### src/rtl/dmem_load_arbiter_pkg.sv
// Shared definitions for the data-memory arbiter and UART boot loader:
// loader FSM encoding, system MMIO map and the default load address.
package dmem_load_arbiter_pkg;

    localparam logic [1:0] ST_IDLE  = 2'd0;
    localparam logic [1:0] ST_RUN   = 2'd1;
    localparam logic [1:0] ST_FLUSH = 2'd2;

    localparam logic [31:0] MMIO_DIGITS    = 32'h4000_0010;
    localparam logic [31:0] MMIO_UART_TX   = 32'h4000_0018;
    localparam logic [31:0] MMIO_UART_RX   = 32'h4000_001C;
    localparam logic [31:0] MMIO_UART_CTRL = 32'h4000_0020;

    localparam logic [31:0] DEFAULT_LOAD_BASE = 32'h0000_0000;

    // Byte address of loaded word number idx.
    function automatic logic [31:0] load_addr(input logic [31:0] base, input logic [15:0] idx);
        return base + {14'd0, idx, 2'b00};
    endfunction

endpackage

### src/rtl/dmem_load_arbiter_ld_word_packer.sv
// Packs a little-endian byte stream into 32-bit words; word_ready is a
// combinational strobe in the cycle the fourth byte arrives.
module ld_word_packer (
    input  logic        clk,
    input  logic        rst,
    input  logic        clear,
    input  logic        byte_valid,
    input  logic [7:0]  byte_in,
    output logic [31:0] word,
    output logic        word_ready
);

    logic [1:0]  byte_idx;
    logic [23:0] shift_q;

    // NOTE: sequential state uses non-blocking assignments so every register
    // samples its inputs from before the clock edge.
    always_ff @(posedge clk or posedge rst) begin
        if (rst) begin
            byte_idx <= 2'd0;
            shift_q  <= 24'd0;
        end else if (clear) begin
            byte_idx <= 2'd0;
        end else if (byte_valid) begin
            byte_idx <= byte_idx + 2'd1;
            case (byte_idx)
                2'd0:    shift_q[7:0]   <= byte_in;
                2'd1:    shift_q[15:8]  <= byte_in;
                2'd2:    shift_q[23:16] <= byte_in;
                default: ;
            endcase
        end
    end

    // The top byte bypasses the shift register so the word is complete
    // on the same edge that accepts byte 3.
    assign word       = {byte_in, shift_q};
    assign word_ready = byte_valid && (byte_idx == 2'd3);

endmodule

### src/rtl/dmem_load_arbiter.sv
// Fixed-priority data-memory port arbiter: the CPU MEM stage always wins,
// the UART boot loader commits its pending word in otherwise idle cycles.
module dmem_load_arbiter
    import dmem_load_arbiter_pkg::*;
#(
    parameter logic [31:0] LOAD_BASE  = DEFAULT_LOAD_BASE,
    parameter int unsigned LOAD_WORDS = 512
) (
    input  logic        clk,
    input  logic        rst,
    input  logic        cpu_memrd,
    input  logic        cpu_memwr,
    input  logic [31:0] cpu_addr,
    input  logic [31:0] cpu_wrdata,
    output logic [31:0] cpu_rddata,
    input  logic        ld_start,
    input  logic        rx_valid,
    input  logic [7:0]  rx_byte,
    output logic        mem_rd,
    output logic        mem_wr,
    output logic [31:0] mem_addr,
    output logic [31:0] mem_wrdata,
    input  logic [31:0] mem_rddata,
    output logic        ld_busy,
    output logic        ld_done,
    output logic        ld_overrun,
    output logic [15:0] ld_words
);

    localparam logic [15:0] LAST_IDX = 16'(LOAD_WORDS - 1);

    logic [1:0]  state;
    logic        pending;
    logic [31:0] pend_word;
    logic [15:0] asm_cnt;
    logic [31:0] word;
    logic        word_ready;

    logic cpu_req, commit, start, byte_valid;

    assign cpu_req    = cpu_memrd | cpu_memwr;
    assign commit     = pending && !cpu_req;
    assign start      = ld_start && (state == ST_IDLE);
    assign byte_valid = rx_valid && (state == ST_RUN);
    assign ld_busy    = (state != ST_IDLE);

    ld_word_packer u_packer (
        .clk        (clk),
        .rst        (rst),
        .clear      (start),
        .byte_valid (byte_valid),
        .byte_in    (rx_byte),
        .word       (word),
        .word_ready (word_ready)
    );

    // NOTE: the pending data register is reset along with its valid flag so
    // nothing stale can reach the RAM after a mid-session abort.
    always_ff @(posedge clk or posedge rst) begin
        if (rst) begin
            state      <= ST_IDLE;
            pending    <= 1'b0;
            pend_word  <= 32'd0;
            asm_cnt    <= 16'd0;
            ld_words   <= 16'd0;
            ld_done    <= 1'b0;
            ld_overrun <= 1'b0;
        end else begin
            ld_done <= 1'b0;
            if (commit) begin
                pending  <= 1'b0;
                ld_words <= ld_words + 16'd1;
            end
            case (state)
                ST_IDLE: begin
                    if (ld_start) begin
                        state      <= ST_RUN;
                        pending    <= 1'b0;
                        asm_cnt    <= 16'd0;
                        ld_words   <= 16'd0;
                        ld_overrun <= 1'b0;
                    end
                end
                ST_RUN: begin
                    if (word_ready) begin
                        asm_cnt <= asm_cnt + 16'd1;
                        // A commit on this same edge frees the slot, so reload.
                        if (!pending || commit) begin
                            pending   <= 1'b1;
                            pend_word <= word;
                        end else begin
                            ld_overrun <= 1'b1;
                        end
                        if (asm_cnt == LAST_IDX)
                            state <= ST_FLUSH;
                    end
                end
                ST_FLUSH: begin
                    if (commit) begin
                        state   <= ST_IDLE;
                        ld_done <= 1'b1;
                    end
                end
                default: state <= ST_IDLE;
            endcase
        end
    end

    // NOTE: every output gets a default first so the mux cannot infer a latch.
    always_comb begin
        mem_rd     = 1'b0;
        mem_wr     = 1'b0;
        mem_addr   = 32'd0;
        mem_wrdata = 32'd0;
        cpu_rddata = 32'd0;
        if (cpu_req) begin
            mem_rd     = cpu_memrd;
            mem_wr     = cpu_memwr;
            mem_addr   = cpu_addr;
            mem_wrdata = cpu_wrdata;
            cpu_rddata = mem_rddata;
        end else if (pending) begin
            mem_wr     = 1'b1;
            mem_addr   = load_addr(LOAD_BASE, ld_words);
            mem_wrdata = pend_word;
        end
    end

endmodule

### config.mk
export PLATFORM = sky130hd
export DESIGN_NAME = dmem_load_arbiter
export DESIGN_NICKNAME = d
export VERILOG_FILES = /design/src/rtl/dmem_load_arbiter_pkg.sv /design/src/rtl/dmem_load_arbiter_ld_word_packer.sv /design/src/rtl/dmem_load_arbiter.sv
export SDC_FILE = /design/constraint.sdc
export NUM_CORES = 1
export LEC_CHECK = 0
export ABC_AREA = 1
export CAP_MARGIN = 40
export CORE_MARGIN = 1
export CORE_UTILIZATION = 45
export DETAILED_ROUTE_END_ITERATION = 12
export PLACE_DENSITY = 0.81
export SYNTH_ARGS = -nofsm -noshare
export SYNTH_HDL_FRONTEND = slang
export SYNTH_SLANG_ARGS = --single-unit
### constraint.sdc
create_clock -name clk -period 8.4 [get_ports clk]
set_clock_uncertainty 0.2 [all_clocks]
set_input_delay 0.84 -clock clk [delete_from_list [all_inputs] [get_ports clk]]
set_output_delay 0.84 -clock clk [all_outputs]
set_load 0.01 [all_outputs]
==> reports/results.ini, run 1 <==
[logic_synthesis]
netlist_area_mm2=0.00531
ys_types=32
synth_mux_area_share_pct=0
async_flop_share_pct=100
syn-num-nets=818
yosysTopAreaCell=dfrtp_1
synth-compound-area-share_pct=13.9
yosysWarnings=0
seq_area_frac_synth_pct=44.8
synth_seq_cells=95
synth_edf_count=0
synthTopCellsByArea=dfrtp_1, nand2_1, inv_1
synth_fa_ha_area_share_pct=1.42
synth_xor_area_share_pct=0.825
synth_top_family_by_area=simple AND/OR/NAND/NOR gates
syn_area_per_cell_um2=7.56
ys.flop_type=dfrtp_1
synth_top_area_share_pct=44.8
netlist_instances=702
synthSimpleGateAreaFrac_pct=27.4

[job]
maxCapViolCount=0

[status]
status=complete, no violations

[global_routing]
grt_max_degree=58
grt_pass1_vias=5126
antenna_found_initial=0
grt_pass1_wl_um=25700
overflow=0
grt_usage_pct=26.2

[floorplanning]
floorplan.die_area_mm2=0.0122
rows=39
core_mm2=0.0115
dieHeight_um=111
boundaryPins=227
die_x_um=111
start_util_pct=46.3

[cts]
cts_buffers=9
clock_latency_ns=0.34
post_cts_buffers=0
postCtsHoldBufs=0
htreeDepth=3
cts_tree=done
clockBufferDepth=2
cts-root-buf=clkbuf_16
cts_sinks=95
clk_pin_slew_ns=0.07
cts-resized-gates=0

[sta]
drv_slew=0
tns_ns=0
finalCritPeriodShare_pct=49.4
period_minus_slack_ns=4.15
grt_setup_unrepaired=false
max_freq_mhz=241
hold_viol_final=0
finalSetupViolations=0
worstMarginPinSlew_ns=0.597
slew-limit-headroom_pct=60.2

[critical_path]
end_kind=output port
cpMostUsedCell=clkdlybuf4s50_1
path_max_fanout=29
cp_slowest_cell=clkdlybuf4s50_1
critPathMaxStageDelay_ns=0.54
worstPathArrival_ns=3.11
crit_chain=clkdlybuf4s50_1 > nor2_4 > nand2_1 > inv_2 > a22o_1 > clkdlybuf4s50_1
cp.buffers_inverters=3
crit_type=input port to output port
cp_top_family=buffers and inverters
startpoint_type=input port
cp.required_ns=7.36

[placed_design]
place_area_mm2=0.00765
io_buffers=226
detailedPlacementHpwl_um=12000
place_congestion=0.847

[layout]
drive_gt1_share_pct=6.21
finish.instance_area_mm2=0.00799
fin_util_pct=69.7
num-nets-final=1029
layout_common_cells=clkdlybuf4s50_1, nand2_1, inv_1, nor2_1, dfrtp_1
syn_to_final_growth_pct=50.7
antenna_cells=0
mostFrequentLayoutCell=clkdlybuf4s50_1

[power_and_ir_drop]
p_leak_uw=0.00393
power_uw=1110
p_per_area_mw_per_mm2=139
vdd_ir_drop_max_mv=0.0945

[route]
ant_nets=0
drtPass1Iterations=5
vias=5318
post_drt_via_cell_ratio=5.01
routed_wl_um=15700
drt_iter0_drc=269
drc=0
wl_per_cell_um=14.8

[hold_path]
hold_class=register to register

[worst paths after layout]
| path | start | endpoint | slack [ns] | depth (start not counted) |
|---|---|---|---|---|
| setup / recovery | cpu_memrd | mem_wrdata[24] | 4.25 | 6 |
| hold / removal | pend_word[2] | pend_word[2] | 0.28 | 2 |
| setup reg to reg | u_packer.byte_idx[1] | pend_word[17] | 6.31 | 6 |
| hold reg to reg | pend_word[2] | pend_word[2] | 0.28 | 2 |
| max in group asynchronous | rst | pend_word[29] | 6.52 | 4 |
| min in group asynchronous | rst | asm_cnt[12] | 0.57 | 2 |
[power by group]
part / total (µW) / internal [µW] / leakage (µW) / switching [µW]
sequential: 458 / 458 / 0.00120 / 0.373
clock: 471 / 300 / 0.000170 / 171
combinational: 182 / 112 / 0.00256 / 69.5
total: 1110 / 870 / 0.00393 / 241
[Yosys cell counts (3+ instances only)]
library cell,instances
nor3_2,4
o21ai_1,24
inv_1,106
buf_6,9
nand2_2,4
nand3_1,34
a22o_1,26
o21ai_2,8
xor2_1,3
buf_2,10
buf_1,3
nor3_1,11
o21ai_0,33
ha_1,6
nand4_1,6
clkbuf_1,9
dfrtp_1,95
nor2_2,4
nand2_1,153
nor2_1,105
inv_2,4
nand2_4,6
a21oi_1,25
[flip-flops by register name, indices dropped and copies added, names as in the netlist]
signal             cells
pend_word             32
u_packer.shift_q      24
asm_cnt               16
ld_words              16
state                  2
u_packer.byte_idx      2
ld_done                1
ld_overrun             1
pending                1
[logic make-up (layout without fill, tap and decap cells)]
family                   Yosys count  in the layout
AND/OR/NAND/NOR                  334            334
buffers and inverters            142            358
AO/OA/AOI/OAI                    120            120
adder cells (fa/ha/maj)            6              6
flip-flops                        95             95
XOR/XNOR                           5              5
[worst reg2reg max path: cells and delay by family (launching register included)]
kind            cells  cell delay, ns
compound gates      1            0.06
fa+ha+maj           1            0.18
simple gates        3            0.81
buf+inv             1            0.33
flops               1            0.38
[area by class of cell]
class,instances,area [µm²]
tap,143,179
sequential,95,2380
multi-input combinational,465,2310
timing repair buffer,231,2350
fill,947,3470
clock buffer,11,243
inverter,111,424
clock inverter,5,104
[through the flow]
step                      setup slack (ns)  instances  hold WS (ns)
final                                 4.25       1061         0.280
after global placement                3.79       1042         0.262
after floorplan                       4.88        702         0.243
after detailed placement              4.22       1045         0.264
after global routing                  4.11       1061         0.302
after CTS                             4.21       1061         0.280
[layer usage]
metal | vias to the layer above | routed length [µm] | GRT usage [%] | part of all wire, %
li1 | 2635 | - | - | -
met3 | 26 | 792 | 4.12 | 5.1
met2 | 194 | 8120 | 47.5 | 52
met1 | 2463 | 6280 | 30.4 | 40
met5 | - | 0 | 0 | 0
met4 | 0 | 465 | 11.2 | 3.0
No activity file was read; power rests on OpenSTA's default activity.
==> run 2, diff against run 1 <==
--- a/config.mk
+++ b/config.mk
@@ -8,9 +8,9 @@
 export ABC_AREA = 1
 export CAP_MARGIN = 40
 export CORE_MARGIN = 1
-export CORE_UTILIZATION = 45
+export CORE_UTILIZATION = 39
 export DETAILED_ROUTE_END_ITERATION = 12
-export PLACE_DENSITY = 0.81
+export PLACE_DENSITY = 0.75
 export SYNTH_ARGS = -nofsm -noshare
 export SYNTH_HDL_FRONTEND = slang
 export SYNTH_SLANG_ARGS = --single-unit
==> constraint.sdc (replaced) <==
create_clock -name clk -period 3.3 [get_ports clk]
set_clock_uncertainty 0.2 [all_clocks]
set_input_delay 0.33 -clock clk [delete_from_list [all_inputs] [get_ports clk]]
set_output_delay 0.33 -clock clk [all_outputs]
set_load 0.01 [all_outputs]
==> run 2 against run 1 <==
  * Global-route usage decreased by 4.1 points
  * Critical path depth increased by 1
  * Final area decreased by 0.19%
  * Clock-buffer cell count decreased by 2
  * Power increased by 140%
  * Sequential cell count unchanged
  * Largest cell class unchanged
==> reports/results.ini, run 2 (synthesized netlist as in run 1, its figures left out) <==
[status]
status=complete, no violations

[layout]
layout_common_cells=clkdlybuf4s50_1, nand2_1, inv_1, nor2_1, dfrtp_1
drive_gt1_share_pct=6.52  ; +0.31 points
fill_cells=1173  ; +24%
finish.instance_area_mm2=0.00798  ; -0.19%
seq_area_mm2=0.00238  ; unchanged
largest_reg_flops=32  ; unchanged
reg_top3=pend_word: 32 flops, u_packer.shift_q: 24 flops
top_register=pend_word
multi_input_area_mm2=0.00231  ; unchanged
fin_util_pct=60.3  ; -9.5 points
mostFrequentLayoutCell=clkdlybuf4s50_1
syn_to_final_growth_pct=50.4
num-nets-final=1031  ; +0.19%

[critical_path]
path_max_fanout=17  ; -41%
cp_slowest_cell=clkdlybuf4s50_1
critPathMaxStageDelay_ns=0.54  ; about the same
crit_chain=clkdlybuf4s50_1 > nor2_4 > nand2_1 > inv_2 > buf_12 > a22o_1 > clkdlybuf4s50_1
cp.required_ns=2.77  ; -4.59 ns
startpoint_type=input port
worstPathArrival_ns=2.22  ; -0.89 ns
crit_type=input port to output port
end_kind=output port
regToRegSetupSlack_ns=1.23  ; -5.08 ns
cpMostUsedCell=clkdlybuf4s50_1
cp_top_family=buffers and inverters
cp.buffers_inverters=4  ; +1

[floorplanning]
boundaryPins=227  ; unchanged
floorplan.die_area_mm2=0.0141  ; +15%
start_util_pct=40.1  ; -6.2 points
core_mm2=0.0132  ; +15%
dieHeight_um=119  ; +7.3%
rows=42  ; +7.7%
die_x_um=119  ; +7.3%

[global_routing]
grt_max_degree=51  ; -12%
overflow=0  ; unchanged
antenna_found_initial=1  ; +1
grt_pass1_wl_um=24700  ; -4.0%
grt_usage_pct=22.1  ; -4.1 points
grt_pass1_vias=5034  ; -1.8%

[sta]
tns_ns=0  ; unchanged
period_minus_slack_ns=2.75
slew-limit-headroom_pct=58.9  ; -1.3 points
hold_viol_final=0  ; unchanged
grt_setup_unrepaired=false
drv_slew=0  ; unchanged
finalSetupViolations=0  ; unchanged
max_freq_mhz=364
finalCritPeriodShare_pct=83.3
hold_slack_ns=0.219  ; -0.0612 ns
worstMarginPinSlew_ns=0.617  ; +0.0202 ns

[power_and_ir_drop]
p_per_area_mw_per_mm2=331  ; +140%
power_uw=2640  ; +140%
p_leak_uw=0.00391  ; -0.60%
vdd_ir_drop_max_mv=0.216  ; +130%

[route]
vias=5245  ; -1.4%
ant_nets=0  ; unchanged
wl_per_cell_um=13.7  ; -7.1%
routed_wl_um=15000  ; -4.0%
drt_iter0_drc=219  ; -19%
post_drt_via_cell_ratio=4.78  ; -4.6%
drc=0  ; unchanged
drtPass1Iterations=4  ; -1

[hold_path]
hold_class=input port to async pin

[cts]
clk_pin_slew_ns=0.07  ; about the same
cts_tree=done
cts-resized-gates=0  ; unchanged
postCtsHoldBufs=0  ; unchanged
clockBufferDepth=2  ; unchanged
cts_buffers=9  ; unchanged
cts-root-buf=clkbuf_16
post_cts_buffers=0  ; unchanged
clock_latency_ns=0.35  ; about the same
htreeDepth=3  ; unchanged
cts_sinks=95  ; unchanged

[job]
maxCapViolCount=0  ; unchanged

[placed_design]
place_congestion=0.806  ; -4.9%
io_buffers=226  ; unchanged
detailedPlacementHpwl_um=11400  ; -5.4%
place_area_mm2=0.00769  ; +0.54%

==> run 2: final cells by class <==
| class | instances | share of cell area (%) |
|---|---|---|
| diodes | 1 | 0.0314 |
| clock buffers | 9 | 2.82 |
| clock inverters | 7 | 0.784 |
| inverters | 111 | 5.32 |
| multi-input cells | 465 | 29.0 |
| flip-flops and latches | 95 | 29.8 |
| well taps | 176 | 2.76 |
| repair buffers | 233 | 29.5 |
==> run 2: path summary, 6_finish.rpt <==
check,start,end,cells past startpoint
setup / recovery,cpu_memrd,mem_addr[8],7
hold / removal,rst,ld_overrun,2
setup reg to reg,u_packer.byte_idx[0],pend_word[15],6
hold reg to reg,pend_word[5],pend_word[5],2
max in group asynchronous,rst,pend_word[23],3
min in group clk,pend_word[5],pend_word[5],2
==> run 2: stage by stage <==
stage	setup slack [ns]	instances
floorplan	0.293	702
global route	0.458	1097
global placement	0.569	1080
finish	0.552	1097
detailed placement	0.544	1080
CTS	0.532	1096
==> run 2: power breakdown <==
| group | switching [µW] | internal, µW |
|---|---|---|
| clock | 491 | 530 |
| combinational | 173 | 282 |
| sequential | 1.13 | 1160 |
==> run 2: per-layer routing <==
layer	share of wire [%]	up-vias	track usage, %
li1	-	2644	-
met1	42	2406	26.4
met2	50	181	39.5
met3	6.2	14	4.68
met4	1.6	0	6.57
met5	0	-	0
==> run 3, diff against run 2 <==
==> constraint.sdc (replaced) <==
create_clock -name clk -period 2.3 [get_ports clk]
set_clock_uncertainty 0.2 [all_clocks]
set_input_delay 0.23 -clock clk [delete_from_list [all_inputs] [get_ports clk]]
set_output_delay 0.23 -clock clk [all_outputs]
set_load 0.01 [all_outputs]
==> run 3 against run 2 <==
  * Power is 45% higher
  * Non-clock buffer count is 18 higher
  * Clock-buffer cell count is 1 higher
  * Critical endpoint is now mem_wrdata[28]
  * Highest routed layer unchanged
==> reports/results.ini, run 3 (synthesized netlist as in run 1, its figures left out) <==
[placed_design]
place_congestion=0.789  ; -2.1%
io_buffers=226  ; unchanged
place_area_mm2=0.00784  ; +2.0%
detailedPlacementHpwl_um=12000  ; +5.1%

[layout]
fin_util_pct=62.3  ; +2.1 points
reg_top3=pend_word: 32 flops, u_packer.shift_q: 24 flops
layout_common_cells=clkdlybuf4s50_1, nand2_1, inv_1, nor2_1, dfrtp_1
fill_cells=1193  ; +1.7%
num-nets-final=1049  ; +1.7%
top_register=pend_word
drive_gt1_share_pct=8.53  ; +2.0 points
syn_to_final_growth_pct=55.6
seq_area_mm2=0.00238  ; unchanged
mostFrequentLayoutCell=clkdlybuf4s50_1
largest_reg_flops=32  ; unchanged
multi_input_area_mm2=0.00233  ; +0.49%
finish.instance_area_mm2=0.00825  ; +3.4%

[global_routing]
overflow=0  ; unchanged
grt_pass1_wl_um=26500  ; +7.3%
grt_pass1_vias=5326  ; +5.8%
grt_max_degree=96  ; +88%
antenna_found_initial=1  ; unchanged
grt_usage_pct=23.8  ; +1.7 points

[sta]
hold_viol_final=0  ; unchanged
grt_setup_unrepaired=true
max_freq_mhz=438
worstMarginPinSlew_ns=0.516  ; -0.101 ns
slew-limit-headroom_pct=65.6  ; +6.7 points
tns_ns=0  ; unchanged
finalSetupViolations=0  ; unchanged
finalCritPeriodShare_pct=99.2
drv_slew=0  ; unchanged
period_minus_slack_ns=2.28

[critical_path]
worstPathArrival_ns=1.85  ; -0.37 ns
critPathCapture=mem_wrdata[28]
startpoint_type=register
regToRegSetupSlack_ns=0.47  ; -0.76 ns
cp-startpoint=pending
cp.required_ns=1.87  ; -0.90 ns
path_max_fanout=11  ; -6
reg2reg_depth=5  ; -1
crit_type=register to output port
r2r-end=ld_words[10]
end_kind=output port
r2r-start=ld_words[1]

[floorplanning]
start_util_pct=40.1  ; unchanged
boundaryPins=227  ; unchanged
core_mm2=0.0132  ; unchanged
dieHeight_um=119  ; unchanged
die_x_um=119  ; unchanged
floorplan.die_area_mm2=0.0141  ; unchanged
rows=42  ; unchanged

[job]
maxCapViolCount=0  ; unchanged

[power_and_ir_drop]
p_leak_uw=0.00428  ; +9.5%
comb_power_share_pct=17.1  ; about the same
p_per_area_mw_per_mm2=465  ; +40%
p_seq_share_pct=43.6  ; -0.5 points
p_int_uw=2860  ; +45%
p_clk_share_pct=39.3  ; +0.6 points
vdd_ir_drop_max_mv=0.341  ; +58%
switching_share_pct=25.3  ; +0.14 points
switchingPower_uw=971  ; +46%

[cts]
clock_latency_ns=0.35  ; about the same
cts_tree=done
clockBufferDepth=2  ; unchanged
clk_pin_slew_ns=0.08  ; about the same
cts_sinks=95  ; unchanged
htreeDepth=3  ; unchanged
cts-root-buf=clkbuf_16
postCtsHoldBufs=0  ; unchanged
cts_buffers=9  ; unchanged

[route]
post_drt_via_cell_ratio=4.85  ; +1.4%
drc=0  ; unchanged
drtPass1Iterations=4  ; unchanged
ant_nets=0  ; unchanged
routed_wl_um=16300  ; +8.4%
wl_per_cell_um=14.6  ; +6.7%
drt_iter0_drc=208  ; -5.0%
vias=5405  ; +3.1%

[status]
status=complete, no violations

[hold_path]
hold_class=input port to async pin

## run 3: final cells by class
class                      count  area share, %
clock buffer                  10           2.90
inverter                     111           5.18
antenna                        1         0.0303
multi-input combinational    465           28.2
timing repair buffer         251           31.5
tap                          176           2.67
sequential                    95           28.8
clock inverter                 6          0.728
## run 3: routing by layer
metal	GRT usage (%)	wire length, µm	vias up
met3	4.34	1080	19
met4	7.44	311	0
met5	0	0	-
met2	44.3	8460	193
met1	27.5	6450	2519
li1	-	-	2674
## run 3: what timing repair did
item	4_1_cts	5_1_grt
endpoints found under the setup margin	44	36
gates cloned	1	1
resized for setup	14	22
setup buffers	0	1
## run 3: per-stage QoR
stage | total power [µW] | setup WS [ns] | hold slack [ns] | cells
2_1_floorplan | 1920 | 0.732 | 0.206 | 702
3_3_place_gp | 2370 | -0.0667 | 0.259 | 1095
3_5_place_dp | 2370 | -0.123 | 0.261 | 1095
4_1_cts | 3860 | 0.0186 | 0.209 | 1112
5_1_grt | 3980 | -0.0355 | 0.230 | 1115
6_report | 3830 | 0.0188 | 0.149 | 1115
## run 3: worst max-delay path, stage by stage (launching register included)
cell and delay (ns):
dfrtp_1 0.43, nand2_2 0.12, inv_4 0.12, clkbuf_16 0.17
a22o_1 0.13, clkdlybuf4s50_1 0.53
## run 3: how the worst min path moves through the flow
stage                                      end    startpoint  slack (ns)  cells past startpoint
after floorplan           u_packer.byte_idx[0]      rx_valid        0.21                      2
after global placement            pend_word[5]  pend_word[5]        0.26                      2
after detailed placement          pend_word[9]  pend_word[9]        0.26                      2
after CTS                        pend_word[19]           rst        0.21                      3
after global routing               ld_words[0]           rst        0.23                      3
final                              ld_words[0]           rst        0.15                      3
## run 3: power groups by stage
stage               Combinational, µW  Sequential (µW)  Clock, µW
finish                            656             1670       1510
global route                      707             1670       1600
CTS                               672             1670       1520
detailed placement                667             1700          0
global placement                  662             1700          0
floorplan                         211             1700          0
==> RTL change, RTL diff (settings of run 2) <==
Reset style: synchronous (`rst`), changed in 2 clocked blocks.
--- a/src/rtl/dmem_load_arbiter_ld_word_packer.sv
+++ b/src/rtl/dmem_load_arbiter_ld_word_packer.sv
@@ -15,7 +15,7 @@
 
     // NOTE: sequential state uses non-blocking assignments so every register
     // samples its inputs from before the clock edge.
-    always_ff @(posedge clk or posedge rst) begin
+    always_ff @(posedge clk) begin
         if (rst) begin
             byte_idx <= 2'd0;
             shift_q  <= 24'd0;
--- a/src/rtl/dmem_load_arbiter.sv
+++ b/src/rtl/dmem_load_arbiter.sv
@@ -56,7 +56,7 @@
 
     // NOTE: the pending data register is reset along with its valid flag so
     // nothing stale can reach the RAM after a mid-session abort.
-    always_ff @(posedge clk or posedge rst) begin
+    always_ff @(posedge clk) begin
         if (rst) begin
             state      <= ST_IDLE;
             pending    <= 1'b0;
Check against the original RTL: differs if rst is asserted again (counterexample within 4 cycles, from zero or initial values and one cycle with rst high); with rst held inactive, the same outputs for 10 cycles.
==> RTL change against run 2 <==
- count of clock-buffer cells in the layout unchanged
- non-clock buffer count increased by 3
- cell count increased by 0.18%
- total power increased by 3.6%
- largest cell class is now multi-input combinational cells
- critical path type unchanged
- core utilization increased by 2.2 points
- register-to-register slack improved by 0.02 ns
- area after synthesis decreased by 6.2%
- sequential cell count unchanged
- setup slack got worse by 0.087 ns
- routed wire length decreased by 0.35%
- final area decreased by 4.4%
==> RTL change: results (changes against run 2) <==
stage,metric,value,unit,change
critical_path,arrival,2.30,ns,+0.08 ns
synth,ys_seq_area_frac,0.382,,-0.0657
global_routing,grt_pass1_wl,23.5,mm,-5.1%
place,dp_hpwl,11.4,mm,-0.20%
pwr,powerComb,0.552,mW,+21%
sta,whs,0.114,ns,-0.105 ns
global_routing,grt_max_degree,62,,+22%
clock_network,clkLatencyLatePin,0.33,ns,-0.02 ns
synth,synth_cell_types,29,,-9.4%
run_status,status,completed,,
synth,synth_top_area_share,0.382,,-0.0657
place,place_congestion,0.869,,+7.9%
pwr,peakVddDrop,0.204,mV,-5.4%
route,drt_iter0_drc,331,,+51%
route,routed_wirelength,15.0,mm,-0.35%
critical_path,path_max_fanout,22,,+5
global_routing,use_met2,0.352,,-0.0437
synth,async_reset_ff_frac,0,,-1.00
global_routing,grt_usage,0.222,,+0.00153
pwr,p_int,2.06,mW,+4.0%
synth,syn_nets,833,,+1.8%
route,via_count,5119,,-2.4%
pwr,p_clk_frac,0.371,,-0.016
global_routing,grt_pass1_vias,4724,,-6.2%
pwr,p_leak,3.01,nW,-23%
synth,synth_cells,717,,+2.1%
layout,fin_nets,1043,,+1.2%
min_path,hold_path.class,input pin to flop,,
## RTL change: changes by cell type in the layout (fill, tap and decap cells not counted), sizes merged, moves of 8 or more
cell	before	now
dfrtp	95	0
dfxtp	0	95
o21ai	65	28
a21oi	27	56
a211oi	0	24
nand2	163	145
nor2	111	127
nor3	15	5
a22o	26	34
## RTL change: path summary, 6_finish.rpt
check | from | end | cells after the start
min | rst | asm_cnt[6]$_SDFFE_PP0P_ | 4
min reg2reg | ld_overrun$_SDFFE_PP0P_ | ld_overrun$_SDFFE_PP0P_ | 2
max | cpu_memrd | mem_wrdata[22] | 6
max reg2reg | u_packer.byte_idx[0]$_SDFFE_PP0P_ | pend_word[17]$_SDFFE_PP0P_ | 6
## RTL change: area by class of cell
class,instances,area (µm²)
inverters,115,433
multi-input cells,470,2440
diodes,1,2.50
clock inverters,5,60.1
flip-flops and latches,95,1900
fillers,1107,4590
well taps,168,210
repair buffers,236,2360
clock buffers,9,225
## RTL change: routing by layer
| layer | routed length [µm] | share of wire | vias up |
|---|---|---|---|
| met5 | 0 | 0 | - |
| met4 | 197 | 0.013 | 0 |
| met3 | 894 | 0.060 | 16 |
| met2 | 6880 | 0.46 | 125 |
| met1 | 7020 | 0.47 | 2270 |
| li1 | - | - | 2708 |
## RTL change: cell families after synthesis
kind of cell             after synthesis  synth area share
AO/OA/AOI/OAI                        143             0.202
XOR/XNOR                               1           0.00176
adder cells (fa/ha/maj)                6            0.0151
buffers and inverters                152             0.128
flip-flops                            95             0.382
AND/OR/NAND/NOR                      320             0.270
## RTL change: metrics by stage
step | setup slack, ns | instance area, µm²
after floorplan | 1.72 | 4970
final | 0.465 | 7630
after global placement | 0.455 | 7340
after detailed placement | 0.459 | 7340
after global routing | 0.338 | 7630
after CTS | 0.454 | 7620
